[src/rtl/ps2_scancode_rx.sv]
// PS/2 device-to-host receiver: filters the raw lines, decodes 11-bit frames and tracks the held key code.
// Optional saturating frame-error counter enabled by defining PS2_ERR_CNT_EN.
module ps2_scancode_rx #(
  parameter int WIDTH      = 16,
  parameter int FILTER_LEN = 8,
  parameter int TIMEOUT    = 50000
) (
  input  logic             i_clk,
  input  logic             i_reset,
  input  logic             i_ps2_clk,
  input  logic             i_ps2_data,
  output logic [WIDTH-1:0] o_key_code,
  output logic             o_key_valid,
  output logic             o_frame_err,
  output logic [7:0]       o_err_count
);

  localparam int FC_W = $clog2(FILTER_LEN + 1);
  localparam int TO_W = $clog2(TIMEOUT + 1);
  localparam logic [FC_W-1:0] FC_MAX = FC_W'(FILTER_LEN - 1);
  localparam logic [TO_W-1:0] TO_MAX = TO_W'(TIMEOUT - 1);

  typedef enum logic [1:0] {S_IDLE, S_DATA, S_PARITY, S_STOP} state_t;

  logic            r_clk_s1, r_clk_s2, r_dat_s1, r_dat_s2;
  logic            r_filt, r_filt_q, r_fall;
  logic [FC_W-1:0] r_fcnt;
  logic [TO_W-1:0] r_to_cnt;
  state_t          r_state, w_state_nxt;
  logic [2:0]      r_bitcnt;
  logic [7:0]      r_shift;
  logic            r_par_ok;
  logic            w_good, w_err, w_timeout;
  logic            r_byte_vld;
  logic [7:0]      r_byte;
  logic            r_ext_pend, r_brk_pend;
  logic [WIDTH-1:0] r_key_code;
  logic            r_key_valid, r_frame_err;
  logic [8:0]      w_code;

  always_ff @(posedge i_clk or negedge i_reset) begin
    if (!i_reset) begin
      r_clk_s1 <= 1'b1;
      r_clk_s2 <= 1'b1;
      r_dat_s1 <= 1'b1;
      r_dat_s2 <= 1'b1;
      r_filt   <= 1'b1;
      r_filt_q <= 1'b1;
      r_fall   <= 1'b0;
      r_fcnt   <= '0;
    end else begin
      r_clk_s1 <= i_ps2_clk;
      r_clk_s2 <= r_clk_s1;
      r_dat_s1 <= i_ps2_data;
      r_dat_s2 <= r_dat_s1;
      // Level only flips after FILTER_LEN consecutive disagreeing samples.
      if (r_clk_s2 != r_filt) begin
        if (r_fcnt == FC_MAX) begin
          r_filt <= r_clk_s2;
          r_fcnt <= '0;
        end else begin
          r_fcnt <= r_fcnt + FC_W'(1);
        end
      end else begin
        r_fcnt <= '0;
      end
      r_filt_q <= r_filt;
      r_fall   <= r_filt_q & ~r_filt;
    end
  end

  always_ff @(posedge i_clk or negedge i_reset) begin
    if (!i_reset) begin
      r_state <= S_IDLE;
    end else begin
      r_state <= w_state_nxt;
    end
  end

  // A fall in the same cycle as the timeout wins, so no error is raised.
  always_comb begin
    w_state_nxt = r_state;
    w_good      = 1'b0;
    w_err       = 1'b0;
    w_timeout   = (r_state != S_IDLE) && !r_fall && (r_to_cnt == TO_MAX);
    if (w_timeout) begin
      w_state_nxt = S_IDLE;
      w_err       = 1'b1;
    end else if (r_fall) begin
      case (r_state)
        S_IDLE:   if (!r_dat_s2) w_state_nxt = S_DATA;
        S_DATA:   if (r_bitcnt == 3'd7) w_state_nxt = S_PARITY;
        S_PARITY: w_state_nxt = S_STOP;
        S_STOP: begin
          w_state_nxt = S_IDLE;
          if (r_dat_s2 && r_par_ok) w_good = 1'b1;
          else                      w_err  = 1'b1;
        end
        default:  w_state_nxt = S_IDLE;
      endcase
    end
  end

  always_ff @(posedge i_clk or negedge i_reset) begin
    if (!i_reset) begin
      r_bitcnt    <= '0;
      r_shift     <= '0;
      r_par_ok    <= 1'b0;
      r_to_cnt    <= '0;
      r_byte_vld  <= 1'b0;
      r_byte      <= '0;
      r_frame_err <= 1'b0;
    end else begin
      r_byte_vld  <= w_good;
      r_frame_err <= w_err;
      if (w_good) r_byte <= r_shift;
      if (r_fall || r_state == S_IDLE) r_to_cnt <= '0;
      else if (r_to_cnt != TO_MAX)     r_to_cnt <= r_to_cnt + TO_W'(1);
      if (r_fall) begin
        case (r_state)
          S_IDLE: r_bitcnt <= '0;
          S_DATA: begin
            r_shift  <= {r_dat_s2, r_shift[7:1]};
            r_bitcnt <= r_bitcnt + 3'd1;
          end
          S_PARITY: r_par_ok <= ^{r_shift, r_dat_s2};
          default: ;
        endcase
      end
    end
  end

  assign w_code = {r_ext_pend, r_byte};

  always_ff @(posedge i_clk or negedge i_reset) begin
    if (!i_reset) begin
      r_key_code  <= '0;
      r_key_valid <= 1'b0;
      r_ext_pend  <= 1'b0;
      r_brk_pend  <= 1'b0;
    end else begin
      r_key_valid <= 1'b0;
      if (r_byte_vld) begin
        if (r_byte == 8'hE0) begin
          r_ext_pend <= 1'b1;
        end else if (r_byte == 8'hF0) begin
          r_brk_pend <= 1'b1;
        end else begin
          // Releases of keys other than the held one are ignored.
          if (r_brk_pend) begin
            if (w_code == r_key_code[8:0]) begin
              r_key_code  <= '0;
              r_key_valid <= 1'b1;
            end
          end else if (w_code != r_key_code[8:0]) begin
            r_key_code  <= {{(WIDTH-9){1'b0}}, w_code};
            r_key_valid <= 1'b1;
          end
          r_ext_pend <= 1'b0;
          r_brk_pend <= 1'b0;
        end
      end
    end
  end

`ifdef PS2_ERR_CNT_EN
  logic [7:0] r_err_count;
  always_ff @(posedge i_clk or negedge i_reset) begin
    if (!i_reset) begin
      r_err_count <= '0;
    end else if (r_frame_err && r_err_count != 8'hFF) begin
      r_err_count <= r_err_count + 8'd1;
    end
  end
  assign o_err_count = r_err_count;
`else
  assign o_err_count = 8'd0;
`endif

  assign o_key_code  = r_key_code;
  assign o_key_valid = r_key_valid;
  assign o_frame_err = r_frame_err;

endmodule

[config.mk]
export PLATFORM = sky130hd
export DESIGN_NAME = ps2_scancode_rx
export DESIGN_NICKNAME = d
export VERILOG_FILES = /design/src/rtl/ps2_scancode_rx.sv
export SDC_FILE = /design/constraint.sdc
export NUM_CORES = 1
export LEC_CHECK = 0
export BUFFER_PORTS_ARGS = -buffer_cell sky130_fd_sc_hd__buf_2
export CAP_MARGIN = 0
export CORE_UTILIZATION = 53
export DETAILED_ROUTE_END_ITERATION = 10
export GPL_TIMING_DRIVEN = 0
export PLACE_DENSITY = 0.73
export SKIP_LAST_GASP = 1
export SYNTH_ARGS = -nofsm -noshare
export SYNTH_HDL_FRONTEND = slang
export SYNTH_SLANG_ARGS = --single-unit
[constraint.sdc]
create_clock -name i_clk -period 2.92 [get_ports i_clk]
set_input_delay 0.438 -clock i_clk [delete_from_list [all_inputs] [get_ports i_clk]]
set_output_delay 0.438 -clock i_clk [all_outputs]
set_load 0.005 [all_outputs]
==> results of run 1 <==
[cell families after synthesis]
family | Yosys count | share of synthesized area (%)
flops | 63 | 52.1
other cells | 1 | 0.123
fa+ha+maj | 10 | 4.11
xor+xnor | 25 | 7.65
mux | 18 | 6.58
compound gates | 34 | 6.91
buf+inv | 31 | 5.76
simple gates | 101 | 16.8
[metrics by stage]
step	instances	setup slack, ns	area (um^2)
after floorplan	297	1.00	3100
after global placement	383	0.754	3260
after detailed placement	383	0.723	3260
after CTS	399	0.712	3460
after global routing	399	0.521	3470
final	399	0.720	3470
[synth_stat cells, drive strengths merged (3+ instances only)]
cell and count:
dfrtp 57, nand2 34, buf 18, nor2 17, mux2 16, xor2 15, o21ai 13, a21oi 11
ha 10, nand3 10, inv 9, xnor2 9, nor2b 8, nand4 7, dfstp 6, or3 5
and2 4, clkbuf 3, nor3 3
[final timing paths]
check	endpoint	slack, ns	cells after the start
setup reg to reg	o_key_code[7]	0.72	7
hold reg to reg	r_clk_s2	0.36	0
hold / removal	o_key_code[4]	0.17	1
min in group i_clk	r_clk_s1	0.20	1
setup / recovery	o_key_code[7]	0.72	7
max in group asynchronous	r_to_cnt[8]	2.23	1
[sequential cells by signal (all words and copies together) (netlist names), 2 cells and up]
signal	count
o_key_code	9
r_state	2
r_shift	8
r_byte	8
r_bitcnt	3
r_to_cnt	16
r_fcnt	4
[routing by layer]
metal | routed length, um | vias up | track usage (%)
li1 | - | 1022 | -
met1 | 2400 | 944 | 24.5
met2 | 2210 | 31 | 28.5
met3 | 153 | 10 | 6.00
met4 | 104 | 0 | 9.81
met5 | 0 | - | 0
[critical path, delay by kind of cell (launching register included)]
family	cells	cell delay, ns
AND/OR/NAND/NOR	4	0.93
flip-flops	1	0.42
multiplexers	1	0.36
adder cells (fa/ha/maj)	1	0.21
XOR/XNOR	1	0.18
[layout make-up]
cell class | instances | area (um^2) | area share (%)
clock buffers | 11 | 151 | 4.37
inverters | 10 | 37.5 | 1.08
flip-flops and latches | 63 | 1580 | 45.7
multi-input cells | 203 | 1340 | 38.6
repair buffers | 14 | 72.6 | 2.09
plain buffers | 21 | 138 | 3.97
well taps | 72 | 90.1 | 2.60
clock inverters | 5 | 56.3 | 1.62
[power by group through the flow]
stage	Clock, W	Sequential, W	Combinational (W)
global placement	0	0.00111	0.000477
detailed placement	0	0.00111	0.000493
CTS	0.000795	0.00110	0.000493
finish	0.000770	0.00110	0.000484
floorplan	0	0.00109	0.000390
global route	0.000825	0.00112	0.000568
==> summary.md, run 1 <==
| Metric | Value |
|---|---|
| Initial antenna violation count | 0 |
| Mapped Cells | 283 |
| # rows | 27 |
| Highest clock rate | 455 MHz |
| Ant. Diodes | 0 |
| Via density per instance | 5.03 |
| Slew HR | 48.4% |
| Htree depth | 3 |
| CP cell instances | xor2_1, nor4_1, nand4_1, ha_1, nor2_1, nand2_1, mux2_2 |
| Outcome | finished clean |
| Die width | 77.8 um |
| Post-synth top area share | 46.9% |
| Overflow after GRT | 0 |
| Min-delay worst type | in2async |
| Hold Fails Final Rpt | 0 |
| Pwr/cell area | 679 mW/mm^2 |
| Number of buffers added on ports | 14 |
| Post-synth EDFFs | 0 |
| Syn_area_per_cell | 10.8 um^2 |
| Register bit total from synthesis | 63 |
| Logic pwr share | 20.6% |
| Setup violators final | 0 |
| Area Overhead vs Synth | 13.9% |
| Drt initial violations | 98 |
| Fin Hold WS | 0.174 ns |
| Post-CTS Hold Buffers | 0 |
| Worst EP arrival | 2.42 ns |
| Drt first pass iters | 4 |
| Fin. max-slew vios | 0 |
| Power, Total | 0.00235 W |
| Seq/Total Area, Yosys | 52.1% |
| Tcrit/Tclk final | 75.3% |
| Ys async rst share | 100% |
| Post-route ant nets | 0 |
| Cts repair resizes | 0 |
| Post-CTS Setup Repair Bufs | 0 |
| Largest net degree at the start of global routing | 64 |
| RSZ-0062 raised after global routing | no |
| Layout cells sized above 1 | 22.0% |
| First-pass GRT wire length | 8640 um |
| Remaining DRCs | 0 |
| Gr usage total | 19.0% |
| Worst-margin pin slew | 0.774 ns |
| Max FO, Critical Path | 9 |
| # IOs | 30 |
| Core Util, Final | 62.9% |
| DR WL/cell | 12.2 um |
| Slowest-stage cell, CP | dfrtp_1 |
| Cell taking the most area after synthesis | dfrtp_1 |
| CTS Buf Count | 9 |
| RR Startpoint | r_byte[3] |
| Clock power frac | 32.7% |
| Clock transition at the registers of the reported paths | 0.07 ns |
| Crit-path max cell delay | 0.42 ns |
| Final wirelength | 4870 um |
| CP Launch Type | flop |
| Starting Density | 55.3% |
| Clock sink count | 63 |
| # nets final | 336 |
| Die area | 0.00605 mm^2 |
| Synth area leaders | dfrtp_1 47%, mux2_2 5.9%, dfstp_2 5.2%, xor2_1 4.3%, nand2_1 4.2% |
| Root Buffer | clkbuf_8 |
| Most frequent cells in the layout | 57 x dfrtp_1, 34 x nand2_1, 17 x nor2_1, 16 x mux2_2, 16 x buf_4 |
| Vias | 2007 |
| Prevailing post-synth register cell | dfrtp_1 |
| Leak | 1.77 nW |
| Min cycle time layout | 2.20 ns |
| Net Sw Frac | 29.5% |
| Fillers | 443 |
| Worst path required time | 3.14 ns |
| Commonest non-fill, non-tap cell in the layout | dfrtp_1 |
| RD Place Congestion | 0.796 |
| Vert. Die Dim | 77.8 um |
| Critical Path Start | r_byte[3] |
| WS Path Type | reg2reg |
| Setup crit end kind | flop |
| Post-synthesis cell type count | 43 |
| VDD IR max | 0.000450 V |
| Synth Cell Area | 0.00304 mm^2 |
| P_int | 0.00166 W |
| Syn. warnings | 0 |
| Reg power frac | 46.7% |
| Net Switching | 0.000696 W |
| HPWL after detailed placement | 3310 um |
| Setup TNS | 0 ns |
| Final Skew | 0.00499 ns |
| Clk Latency, worst-skew pair | 0.33 ns |
| Core ar. | 0.00551 mm^2 |
| Vias in the first global route | 1998 |
| Maxcap violations | 0 |
| CTS tree | yes |
| Max clock buf depth | 2 |
No activity file was read; power rests on OpenSTA's default activity.
==> inputs of run 2 (changes only) <==
--- a/config.mk
+++ b/config.mk
@@ -10,7 +10,7 @@
 export CORE_UTILIZATION = 53
 export DETAILED_ROUTE_END_ITERATION = 10
 export GPL_TIMING_DRIVEN = 0
-export PLACE_DENSITY = 0.73
+export PLACE_DENSITY = 0.76
 export SKIP_LAST_GASP = 1
 export SYNTH_ARGS = -nofsm -noshare
 export SYNTH_HDL_FRONTEND = slang
==> constraint.sdc (replaced) <==
create_clock -name i_clk -period 1.9 [get_ports i_clk]
set_input_delay 0.285 -clock i_clk [delete_from_list [all_inputs] [get_ports i_clk]]
set_output_delay 0.285 -clock i_clk [all_outputs]
set_load 0.005 [all_outputs]
==> run 2 against run 1 <==
Against the previous run:
- the flow now finishes with violations (negative setup slack)
- global-route usage is 1.3 points higher
- clock skew increased by 0.0072 ns
- first-iteration DRC count is 18% lower
- fmax up 11%
- hold slack worse by 0.17 ns
- utilization rose by 3.7 points
- via count is 7.8% higher
==> summary.md, run 2 (synthesis gave the netlist of run 1 again) <==
| Metric | Value |
|---|---|
| CTS tree | yes |
| Crit-path max cell delay | 0.42 ns |
| Max FFs per register | 16 |
| Core Util, Final | 66.7% |
| Setup TNS | -0.612 ns |
| Vias in the first global route | 2040 |
| Vias | 2163 |
| Gr usage total | 20.3% |
| Most flop-heavy register | r_to_cnt |
| R2r worst-path depth | 7 |
| Worst EP arrival | 2.21 ns |
| Slew HR | 49.6% |
| CP cell instances | xor2_1, nor4_1, nand4_1, ha_2, nor2_4, nand2_4, mux2_4 |
| First-pass GRT wire length | 9370 um |
| Non-filler instance count after layout | 410 |
| Number of buffers added on ports | 14 |
| Most frequent cells in the layout | 56 x dfrtp_1, 33 x nand2_1, 27 x buf_4, 16 x nor2_1 |
| Leak | 1.89 nW |
| Clock sink count | 63 |
| FF/Latch Area | 0.00159 mm^2 |
| Critical Path Stages | 7 |
| # rows | 27 |
| CTS Buf Count | 9 |
| Design area | 0.00367 mm^2 |
| # IOs | 30 |
| Die area | 0.00605 mm^2 |
| Remaining DRCs | 0 |
| Die width | 77.8 um |
| DR WL/cell | 13.4 um |
| Highest clock rate | 503 MHz |
| Pwr/cell area | 1030 mW/mm^2 |
| Dpl cells | 383 |
| Clk Latency, worst-skew pair | 0.34 ns |
| HPWL after detailed placement | 3400 um |
| Reg2Reg Setup Slack | -0.09 ns |
| VDD IR max | 0.000572 V |
| Root Buffer | clkbuf_8 |
| Max clock buf depth | 2 |
| Outcome | finished with violations |
| Final wirelength | 5510 um |
| Vert. Die Dim | 77.8 um |
| Max FO, Critical Path | 5 |
| Post-placement cell area | 0.00326 mm^2 |
| Worst path required time | 2.12 ns |
| Overflow after GRT | 0 |
| Worst path bufs/invs | 0 |
| Final worst-path setup slack | -0.0876 ns |
| Setup crit end kind | flop |
| Layout cells sized above 1 | 29.3% |
| Tcrit/Tclk final | 105% |
| Final Skew | 0.0121 ns |
| Largest net degree at the start of global routing | 64 |
| RSZ-0062 raised after global routing | yes |
| Slowest-stage cell, CP | dfrtp_1 |
| Fin. max-slew vios | 0 |
| # nets final | 347 |
| Core ar. | 0.00551 mm^2 |
| Via density per instance | 5.28 |
| Commonest non-fill, non-tap cell in the layout | dfrtp_1 |
| Min-delay worst type | in2async |
| Maxcap violations | 0 |
| Htree depth | 3 |
| CP Launch Type | flop |
| Area Overhead vs Synth | 20.7% |
| WS Path Type | reg2reg |
| Clock transition at the registers of the reported paths | 0.08 ns |
| Starting Density | 55.3% |
| Post-route ant nets | 0 |
| Setup violators final | 11 |
| Fillers | 414 |
| Failing checks | negative setup slack |
| Drt first pass iters | 4 |
| Area occupied by multi-input gates | 0.00145 mm^2 |
| Ant. Diodes | 0 |
| RD Place Congestion | 0.808 |
| Hold Fails Final Rpt | 0 |
| Drt initial violations | 80 |
| Min cycle time layout | 1.99 ns |
| Post-CTS Hold Buffers | 0 |
| Initial antenna violation count | 0 |
| CP top delay family | simple AND/OR/NAND/NOR gates |
| Worst-margin pin slew | 0.756 ns |
## run 2: final cells by class
class	count	area share [%]
buffer	20	3.65
clock buffer	9	3.37
multi-input combinational	204	39.5
tap	72	2.45
clock inverter	7	2.66
timing repair buffer	25	4.22
sequential	63	43.2
inverter	10	1.02
## run 2: what timing repair did
item / 4_1_cts / 5_1_grt
cloned: 1 / 0
buffers inserted: 5 / 6
setup endpoints to repair: 15 / 16
resized for setup: 19 / 8
pin swaps: 12 / 6
## run 2: per-stage QoR
stage / total power (W) / hold WS, ns / setup slack (ns)
4_1_cts: 0.00377 / 0.0298 / -0.0582
3_3_place_gp: 0.00243 / 0.346 / -0.156
5_1_grt: 0.00401 / 0.0216 / -0.161
3_5_place_dp: 0.00247 / 0.349 / -0.195
2_1_floorplan: 0.00228 / -0.0106 / 0.00535
6_report: 0.00378 / 0.00676 / -0.0876
## run 2: final timing paths
check	startpoint	end
setup / recovery	r_byte[3]	o_key_code[5]
hold / removal	i_reset	o_key_valid
setup reg to reg	r_byte[3]	o_key_code[5]
hold reg to reg	r_dat_s1	r_dat_s2
max in group asynchronous	i_reset	r_to_cnt[7]
min in group i_clk	i_ps2_data	r_dat_s1
## run 2: per-layer routing
metal	up-vias	wire length, um	track usage, %
li1	1047	-	-
met5	-	0	0
met2	46	2600	31.6
met1	1060	2600	26.0
met4	0	93	9.25
met3	10	218	6.00
## run 2: power breakdown
group	internal, W	switching (W)	total, W
registers	0.00154	0.000162	0.00170
clock network	0.000739	0.000534	0.00127
logic	0.000366	0.000440	0.000807
total	0.00264	0.00114	0.00378
==> inputs of run 3 (changes only) <==
==> constraint.sdc (replaced) <==
create_clock -name i_clk -period 1.8 [get_ports i_clk]
set_input_delay 0.18 -clock i_clk [delete_from_list [all_inputs] [get_ports i_clk]]
set_output_delay 0.18 -clock i_clk [all_outputs]
set_load 0.005 [all_outputs]
==> run 3 against run 2 <==
Against the previous run:
- the run still ends with negative setup slack left
- first-iteration DRC count grew 33%
- fmax shrank 1.6%
- routed wire length shrank 1.1%
- critical path type unchanged
- critical endpoint is now r_state[1]
- largest cell class unchanged
==> summary.md, run 3 (synthesis gave the netlist of run 1 again) <==
| Metric | Value |
|---|---|
| Outcome | finished with violations |
| Failing checks | negative setup slack |
| Min cycle time layout | 2.02 ns |
| First-pass GRT wire length | 9050 um |
| Crit-path max cell delay | 0.53 ns |
| Slowest-stage cell, CP | or4bb_1 |
| DR WL/cell | 13.2 um |
| Post-route ant nets | 0 |
| Drt initial violations | 106 |
| Setup violators final | 13 |
| Htree depth | 3 |
| Number of buffers added on ports | 14 |
| RD Place Congestion | 0.777 |
| Root Buffer | clkbuf_8 |
| Final Skew | 0.00719 ns |
| WHS Path Cells | 0 |
| Fin. max-slew vios | 0 |
| Max FO, Critical Path | 5 |
| CTS Buf Count | 9 |
| Overflow after GRT | 0 |
| Leak | 1.92 nW |
| CP Launch Type | flop |
| Vert. Die Dim | 77.8 um |
| Post-placement cell area | 0.00326 mm^2 |
| Critical R2R Capture | r_state[1] |
| Most flop-heavy register | r_to_cnt |
| VDD IR max | 0.000758 V |
| Clk Latency, worst-skew pair | 0.33 ns |
| Ant. Diodes | 0 |
| Worst path required time | 2.00 ns |
| Clock transition at the registers of the reported paths | 0.06 ns |
| Min-delay worst type | reg2reg |
| Most frequent cells in the layout | 56 x dfrtp_1, 33 x nand2_1, 27 x buf_4, 16 x nor2_1, 16 x mux2_2 |
| Final worst-path setup slack | -0.220 ns |
| Vias in the first global route | 1924 |
| CTS tree | yes |
| Worst path bufs/invs | 1 |
| Remaining DRCs | 0 |
| # nets final | 351 |
| Starting Density | 55.3% |
| Drt first pass iters | 4 |
| Pwr/cell area | 1110 mW/mm^2 |
| Hold_sp | r_clk_s1 |
| Reg2Reg Setup Slack | -0.22 ns |
| Commonest non-fill, non-tap cell in the layout | dfrtp_1 |
| Die area | 0.00605 mm^2 |
| Initial antenna violation count | 0 |
| Core ar. | 0.00551 mm^2 |
| CP top delay family | simple AND/OR/NAND/NOR gates |
| Worst EP arrival | 2.22 ns |
| RSZ-0062 raised after global routing | yes |
| Slew HR | 49.1% |
| R2r worst-path depth | 5 |
| Max FFs per register | 16 |
| Clock sink count | 63 |
| RR Startpoint | r_to_cnt[11] |
| WS Path Type | reg2reg |
| Hold Fails Final Rpt | 0 |
| HPWL after detailed placement | 3320 um |
| Worst-margin pin slew | 0.764 ns |
| Max clock buf depth | 2 |
| Final wirelength | 5450 um |
| Non-filler instance count after layout | 414 |
| Dpl cells | 383 |
| CP cell instances | or4bb_1, or4_4, buf_6, o211ai_1, o211ai_1 |
| Tcrit/Tclk final | 112% |
| Layout cells sized above 1 | 28.9% |
| Design area | 0.00372 mm^2 |
| Highest clock rate | 495 MHz |
| Via density per instance | 5.17 |
| Setup crit end kind | flop |
| Area Overhead vs Synth | 22.2% |
| # IOs | 30 |
| Largest net degree at the start of global routing | 64 |
| # rows | 27 |
| Worst hold endpoint | r_clk_s2 |
| CP most frequent cell | o211ai_1 |
| Maxcap violations | 0 |
| Gr usage total | 19.6% |
| Core Util, Final | 67.5% |
| Vias | 2140 |
| Die width | 77.8 um |
[run 3: cell count changes in the layout (fill, tap and decap cells not counted), moves of 2 or more]
| cell | delta |
|---|---|
| ha_2 | +2 |
| dlygate4sd3_1 | +3 |
| clkbuf_1 | +2 |
| clkinv_4 | -2 |
| mux2_4 | -5 |
| mux2_2 | +5 |
| clkinvlp_4 | -2 |
| buf_6 | +2 |
[run 3: power by group]
part | internal (W) | switching (W) | total (W)
combinational | 0.000396 | 0.000474 | 0.000870
sequential | 0.00162 | 0.000171 | 0.00179
clock | 0.000961 | 0.000513 | 0.00147
[run 3: timing repair]
item,CTS,global route
endpoints found under the hold margin,2,25
buffers inserted,7,5
cloned,1,0
hold buffers,2,1
endpoints found under the setup margin,17,33
gates resized for setup,8,14
pin swaps,5,3
[run 3: how the worst max path moves through the flow]
stage	start	endpoint	slack, ns	cells after the start
after CTS	r_to_cnt[5]	r_state[1]	-0.16	5
after detailed placement	r_byte[3]	o_key_code[5]	-0.22	8
after floorplan	r_to_cnt[11]	r_state[1]	-0.05	5
after global placement	r_byte[3]	o_key_code[7]	-0.18	7
final	r_to_cnt[11]	r_state[1]	-0.22	5
after global routing	r_byte[1]	o_key_code[5]	-0.37	7
[run 3: metrics by stage]
stage	TNS, ns	hold WS, ns	total power [W]	setup slack, ns
2_1_floorplan	-0.0889	-0.116	0.00240	-0.0490
3_3_place_gp	-2.29	0.285	0.00257	-0.185
3_5_place_dp	-2.63	0.287	0.00261	-0.215
4_1_cts	-1.66	0.193	0.00411	-0.159
5_1_grt	-4.12	0.368	0.00438	-0.371
6_report	-2.25	0.362	0.00414	-0.220
[run 3: final cells by class]
cell class	count	area, um^2
Tap cell	72	90.1
Inverter	10	37.5
Fill cell	430	1790
Multi-Input combinational cell	204	1430
Timing Repair Buffer	29	196
Clock inverter	3	90.1
Clock buffer	13	149
Sequential cell	63	1590
Buffer	20	141
[run 3: metal layers]
layer / track usage, % / up-vias / wire, um
met1: 26.5 / 1035 / 2540
met5: 0 / - / 0
li1: - / 1052 / -
met4: 7.36 / 0 / 83
met3: 6.00 / 8 / 221
met2: 29.5 / 45 / 2610
